==> src/rtl/mode_manager_n.sv <==
// mode_manager_n: tracks function mode, FND display page and per-mode run/stop flags.
// Optional build macro MODE_LOCK_EN: mode changes are discarded while the current mode is running.

module mode_manager_n_swsync #(
  parameter int STAGES = 2
) (
  input  logic clk,
  input  logic rst_n,
  input  logic sw_i,
  output logic flip_o
);
  logic [STAGES-1:0] sync_q;
  logic              edge_q;

  // Edge register always follows the synced level, so a flip that is ignored is also consumed.
  always_ff @(posedge clk or negedge rst_n) begin
    if (!rst_n) begin
      sync_q <= '0;
      edge_q <= 1'b0;
    end else begin
      sync_q <= {sync_q[STAGES-2:0], sw_i};
      edge_q <= sync_q[STAGES-1];
    end
  end

  assign flip_o = sync_q[STAGES-1] ^ edge_q;
endmodule

module mode_manager_n #(
  parameter int                     NUM_MODES   = 4,
  parameter int                     NUM_PAGES   = 2,
  parameter logic [NUM_MODES-1:0]   RUN_MASK    = NUM_MODES'(1),
  parameter int                     SYNC_STAGES = 2,
  localparam int                    MODE_W      = $clog2(NUM_MODES),
  localparam int                    PAGE_W      = $clog2(NUM_PAGES)
) (
  input  logic                 clk,
  input  logic                 rst_n,
  input  logic                 sw_mode,
  input  logic                 sw_page,
  input  logic                 mode_next_pulse,
  input  logic                 mode_prev_pulse,
  input  logic                 page_next_pulse,
  input  logic                 runstop_pulse,
  input  logic                 run_clear_pulse,
  output logic [MODE_W-1:0]    cur_mode,
  output logic [PAGE_W-1:0]    cur_page,
  output logic [NUM_MODES-1:0] run_vec,
  output logic                 cur_running,
  output logic                 mode_changed
);
  localparam int PRIME_MAX = SYNC_STAGES + 1;
  localparam int PRIME_W   = $clog2(PRIME_MAX + 1);

  logic [MODE_W-1:0]    mode_q, mode_d;
  logic [PAGE_W-1:0]    page_q, page_d;
  logic [NUM_MODES-1:0] run_q, run_d;
  logic                 chg_q, chg_d;
  logic [PRIME_W-1:0]   prime_q, prime_d;
  logic [1:0]           flip;
  logic                 primed, lock, adv, ret, padv;

  // Index 0: mode switch, index 1: page switch.
  mode_manager_n_swsync #(.STAGES(SYNC_STAGES)) u_sync [1:0] (
    .clk   (clk),
    .rst_n (rst_n),
    .sw_i  ({sw_page, sw_mode}),
    .flip_o(flip)
  );

  assign primed = (prime_q == PRIME_W'(PRIME_MAX));

`ifdef MODE_LOCK_EN
  assign lock = run_q[mode_q];
`else
  assign lock = 1'b0;
`endif

  assign adv  = (mode_next_pulse | (flip[0] & primed)) & ~lock;
  assign ret  = mode_prev_pulse & ~lock;
  assign padv = page_next_pulse | (flip[1] & primed);

  always_comb begin
    mode_d  = mode_q;
    page_d  = page_q;
    run_d   = run_q;
    prime_d = primed ? prime_q : prime_q + 1'b1;

    if (adv && !ret)
      mode_d = (mode_q == MODE_W'(NUM_MODES - 1)) ? '0 : mode_q + 1'b1;
    else if (ret && !adv)
      mode_d = (mode_q == '0) ? MODE_W'(NUM_MODES - 1) : mode_q - 1'b1;

    if (padv)
      page_d = (page_q == PAGE_W'(NUM_PAGES - 1)) ? '0 : page_q + 1'b1;

    // Toggle targets the mode shown this cycle, not the one being switched to.
    if (run_clear_pulse)
      run_d = '0;
    else if (runstop_pulse && RUN_MASK[mode_q])
      run_d[mode_q] = ~run_q[mode_q];
    run_d = run_d & RUN_MASK;

    chg_d = (mode_d != mode_q);
  end

  always_ff @(posedge clk or negedge rst_n) begin
    if (!rst_n) begin
      mode_q  <= '0;
      page_q  <= '0;
      run_q   <= '0;
      chg_q   <= 1'b0;
      prime_q <= '0;
    end else begin
      mode_q  <= mode_d;
      page_q  <= page_d;
      run_q   <= run_d;
      chg_q   <= chg_d;
      prime_q <= prime_d;
    end
  end

  assign cur_mode     = mode_q;
  assign cur_page     = page_q;
  assign run_vec      = run_q;
  assign cur_running  = run_q[mode_q];
  assign mode_changed = chg_q;
endmodule

==> config.mk <==
export PLATFORM = sky130hd
export DESIGN_NAME = mode_manager_n
export DESIGN_NICKNAME = d
export VERILOG_FILES = /design/src/rtl/mode_manager_n.sv
export SDC_FILE = /design/constraint.sdc
export NUM_CORES = 1
export LEC_CHECK = 0
export CORE_ASPECT_RATIO = 0.7
export CORE_UTILIZATION = 25
export CTS_BUF_LIST = sky130_fd_sc_hd__clkbuf_8 sky130_fd_sc_hd__clkbuf_16
export CTS_CLUSTER_SIZE = 25
export DETAILED_ROUTE_END_ITERATION = 7
export HOLD_SLACK_MARGIN = 0.08
export PLACE_DENSITY = 0.5
export SLEW_MARGIN = 15
export SYNTH_ARGS = -nofsm -noshare
export SYNTH_HDL_FRONTEND = slang
export SYNTH_SLANG_ARGS = --single-unit
==> constraint.sdc <==
create_clock -name clk -period 1.99 [get_ports clk]
set_input_delay 0.199 -clock clk [delete_from_list [all_inputs] [get_ports clk]]
set_output_delay 0.199 -clock clk [all_outputs]
set_load 0.02 [all_outputs]
# Yosys cells after proc, flatten, opt, wreduce, memory -nomap -nowiden
# Cells that the tools add are included.
dict set report totals {
  register_bits 13
  output_inout_bits 9
}
dict set report op_classes {
  n_addsub 4
  n_lt_le_gt_ge 2
  n_eq_ne 3
  n_mux 14
  bitwise 7
  n_reduce_logical 8
}
# cell count
set ops {}
lappend ops {{two-way mux 2 bit} 4}
lappend ops {{two-way mux 1 bit} 6}
lappend ops {{adder 2 x 1 -> 2 bit, second input constant} 2}
lappend ops {{binary-select mux 1 bit (select 2 bit)} 2}
lappend ops {{bitwise mux 4 bit} 1}
lappend ops {{equality test 2 bit, second input constant} 2}
lappend ops {{logical AND 1 bit} 4}
lappend ops {{less-than comparator 2 x 3 -> 1 bit, second input constant} 1}
lappend ops {{bitwise AND 1 bit} 2}
lappend ops {{demux 1 bit (select 2 bit)} 1}
lappend ops {{>= comparator 2 x 1 -> 1 bit, second input constant} 1}
lappend ops {{zero test 1 bit} 2}
lappend ops {{zero test 2 bit} 1}
lappend ops {{inequality test 2 bit} 1}
lappend ops {{OR 1 bit} 2}
lappend ops {{nonzero test 2 bit} 1}
lappend ops {{subtractor 2 x 1 -> 2 bit, second input constant} 1}
lappend ops {{bitwise XOR 1 bit} 2}
lappend ops {{adder 1 bit, second input constant} 1}
lappend ops {{inverter 1 bit} 1}

# Logic depth before layout (Yosys ltp)
dict set report logic_depth {
  word_depth 8
  mapped_depth 5
  mapped_depth_nobuf 5
}

# Hierarchy
# From an unflattened synthesis, not the netlist that was laid out.
dict set report hier_totals {
  hier_cells 49
  hier_area_um2 589.3
}
# module instances cells_per_inst area_per_inst_um2 seq_area_each_um2
set by_module_without_submodules {}
lappend by_module_without_submodules {mode_manager_n 1 41 421.7 175.2}
lappend by_module_without_submodules {mode_manager_n_swsync 2 4 83.8 75.1}

# Worst setup path before layout
# No wires, ideal clock.
dict set report synth_path {
  path_kind {reg2reg}
  start {reg mode_q[0] (netlist: cur_mode[0])}
  end {reg chg_q (netlist: mode_changed)}
  t_arrival_ns 1.484
  required_ns 1.911
  setup_slack_ns 0.426
  stages_incl_launch_ff 6
  path_buffers 0
  synth_period_minus_slack_ns 1.564
  cell_sequence {dfrtp_1 > inv_1 > ha_1 > xnor2_1 > a31o_2 > mux2i_1}
}
dict set report synth_between {
  elab_chain_len 5
  word_cells_on_any_way 9
  classes_between {add/sub: 2; eq/ne: 2; mux: 4; reduce/logical: 1}
}
# element line_no
set synth_rtl {}
lappend synth_rtl {{start, declared} 55} ;# logic [MODE_W-1:0] mode_q, mode_d;
lappend synth_rtl {{start signal, assigned} 115} ;# mode_q <= mode_d;
lappend synth_rtl {{subtractor 2 x 1 -> 2 bit / zero test 2 bit (equally long branches)} 92} ;# mode_d = (mode_q == '0) ? MODE_W'(NUM_MODES - 1) : mode_q - 1'b1;
lappend synth_rtl {{two-way mux 2 bit} 92}
lappend synth_rtl {{two-way mux 2 bit} 91} ;# else if (ret && !adv)
lappend synth_rtl {{two-way mux 2 bit} 89} ;# if (adv && !ret)
lappend synth_rtl {{inequality test 2 bit *} 104} ;# chg_d = (mode_d != mode_q);
lappend synth_rtl {{net chg_d} 58} ;# logic chg_q, chg_d;
lappend synth_rtl {{end signal, assigned} 118} ;# chg_q <= chg_d;
lappend synth_rtl {{end, declared} 58}
# The timed path passes the listed nets; every way through them passes the cells marked *.
# A chain may end at the register's enable or synchronous reset.

# Worst setup path in the final report
dict set report layout_path {
  start {reg mode_q[1] (netlist: cur_mode[1])}
  end {out cur_running}
}
dict set report layout_between {
  elab_chain_len 2
}
# element line_no
set layout_rtl {}
lappend layout_rtl {{binary-select mux 1 bit (select 2 bit)} 126} ;# assign cur_running = run_q[mode_q];
lappend layout_rtl {{two-way mux 1 bit (implied by the code)} 126}
lappend layout_rtl {{end, declared} 49} ;# output logic cur_running,
# No other way between the ends. The select of a mux whose other input is x is not followed.

==> out/results.txt <==
Outcome - complete, no violations
Core ar. - 2500 um^2
Critical-path maximum fanout - 6
Post-DRT Antenna Nets - 0
LEAKAGE - 0.361 nW
Height of the chip - 45.4 um
Residual DRC - 0
Startpoint Class - register
Fin crit period - 1.74 ns
CP Data Required Time - 1.79 ns
Die area - 2900 um^2
Reg2Reg Depth - 5
Post-synthesis sequential area ratio - 0.484
Reg2reg start - cur_mode[1]
Clk sinks - 13
CTS max path bufs - 2
Setup violators final - 0
Final worst slack - 0.249 ns
Unrepaired setup endpoints after global routing - false
First-pass GRT wire length - 2.02 mm
Std-Cell Rows - 15
Slew Limit Fails - 0
Worst-Margin Slew - 0.549 ns
Cts repair resizes - 0
FILL cells - 261
Vias per cell - 4.10
WP data arrival - 1.54 ns
Worst hold path type - input port to asynchronous set/reset pin
Clock Latency Late Sink - 0.23 ns
Syn_area_per_cell - 12.0 um^2
Finished Cell Area - 883 um^2
Synth area leaders - dfrtp_1, mux2i_1, ha_1
Starting Density - 0.269
Clock Skew - 0.000485 ns
Netlist cell types - 26
Syn-to-layout area delta - 31.5%
Setup Slack @ Placement - 0.495 ns
R2r setup slk - 0.56 ns
Commonest non-fill, non-tap cell in the layout - clkdlybuf4s50_1
Yosys top cell by area - dfrtp_1
Final #Nets - 85
RR Endpoint - mode_changed
WL final - 1.10 mm
Pwr dens - 1170 nW/um^2
GR Util All Layers - 0.0973
Critical path type - register to output port
Detailed Routing Iterations Pass 1 - 2
YS warnings - 0
Congestion Overflow GR - 0
CP Capture Type - output port
Clock Pin Slew Worst Setup and Hold Paths - 0.05 ns
Rel. slew slack - 0.633
FF+latch area - 325 um^2
Fin. Hold Viols - 0
Initial antenna violation count - 0
Max_cap viols - 0
Antenna diode instance count - 0
Gp weighted congestion - 0.691
Setup_tns - 0 ns
Synthesized area - 672 um^2
FF+latch count, synth - 13
Crit share post-route - 0.875
Max Clk Rate - 574 MHz
Hpwl dp - 877 um
Post-CTS setup buffer count - 0
Die Wd - 64.0 um
CTS H-tree lvls - 1
IO buf count - 14
CTS tree - built
Placed cell area - 838 um^2
Multi-input logic area - 312 um^2
Clk root buf - clkbuf_8
Peak supply drop - 487 uV
DR WL/cell - 10.4 um
Number of buffers added to fix hold violations after cts - 0
Cell count after synthesis - 56
Most frequent cells in the layout - clkdlybuf4s50_1, dfrtp_1, mux2i_1
Via count - 435
TritonCTS Buffers - 3
Share of the synthesized area in the top cell type - 0.484
Share of layout cells above drive strength 1 - 0.139
Vias in the first global route - 440
Largest net degree at the start of global routing - 14
Initial DRC count - 8
I/O pin count - 18
[state kept, by name, summed over array words and instances, names as in the netlist]
register and count:
cur_mode 2, cur_page 1, mode_changed 1, prime_q 2, run_vec 1, u_sync.edge_q 2, u_sync.sync_q 4
[worst max-delay path: stages, from the launching register on]
cell and delay (ns):
dfrtp_1 0.43, inv_1 0.10, and3_4 0.18, clkdlybuf4s50_1 0.59
[metal layers]
metal,global-route usage,vias to the layer above,wire (um),share of wire
li1,-,219,-,-
met1,0.123,203,606,0.55
met2,0.143,11,423,0.38
met3,0.0550,2,56,0.051
met4,0.0273,0,17,0.015
met5,0,-,0,0
[power breakdown]
group          switching (mW)  internal (mW)
Combinational           0.236          0.231
Sequential             0.0383          0.312
Clock                  0.0846          0.136
[metrics by stage]
stage,std cells,power [mW],util,hold slack (ns)
after floorplan,58,0.656,-,-0.0966
after global placement,102,0.827,0.336,0.337
after detailed placement,102,0.827,0.336,0.335
after CTS,106,1.05,0.354,0.347
after global routing,106,1.13,0.354,0.357
final,106,1.04,0.354,0.322
[synthesized netlist by cell type]
master     number
a211oi_1        1
a211oi_2        1
a21oi_1         3
a311oi_2        1
a31o_2          1
and3_4          1
buf_1           1
buf_2           1
buf_4           3
conb_1          1
dfrtp_1        13
ha_1            3
inv_1           3
mux2_2          1
mux2i_1         5
nand2_1         2
nand3b_1        1
nand4bb_1       1
nor2b_1         2
nor3b_1         2
nor4b_1         1
o21a_1          1
o21ai_0         2
xnor2_1         3
xor2_1          1
xor2_2          1
[final cells by class]
class / count / area share
Timing Repair Buffer: 15 / 0.167
Multi-Input combinational cell: 37 / 0.353
Tap cell: 34 / 0.0482
Clock buffer: 3 / 0.0467
Sequential cell: 13 / 0.368
Inverter: 3 / 0.0127
Clock inverter: 1 / 0.00425
[cells by family after synthesis]
group,Yosys count,synth area share
other cells,1,0.00558
mux,6,0.0912
flops,13,0.484
buf+inv,8,0.0633
xor+xnor,5,0.0764
simple gates,10,0.110
fa+ha+maj,3,0.0559
compound gates,10,0.114
[worst max path at each step]
| stage | startpoint | end | slack, ns | depth (start not counted) |
|---|---|---|---|---|
| final | cur_mode[1] | cur_running | 0.25 | 3 |
| after global routing | cur_mode[1] | cur_running | 0.19 | 3 |
| after CTS | cur_mode[1] | cur_running | 0.23 | 3 |
| after detailed placement | cur_mode[1] | cur_running | 0.49 | 3 |
| after global placement | cur_mode[1] | cur_running | 0.51 | 3 |
| after floorplan | cur_mode[0] | mode_changed | 0.43 | 5 |
Note: power is estimated with default switching activity, not from simulation.
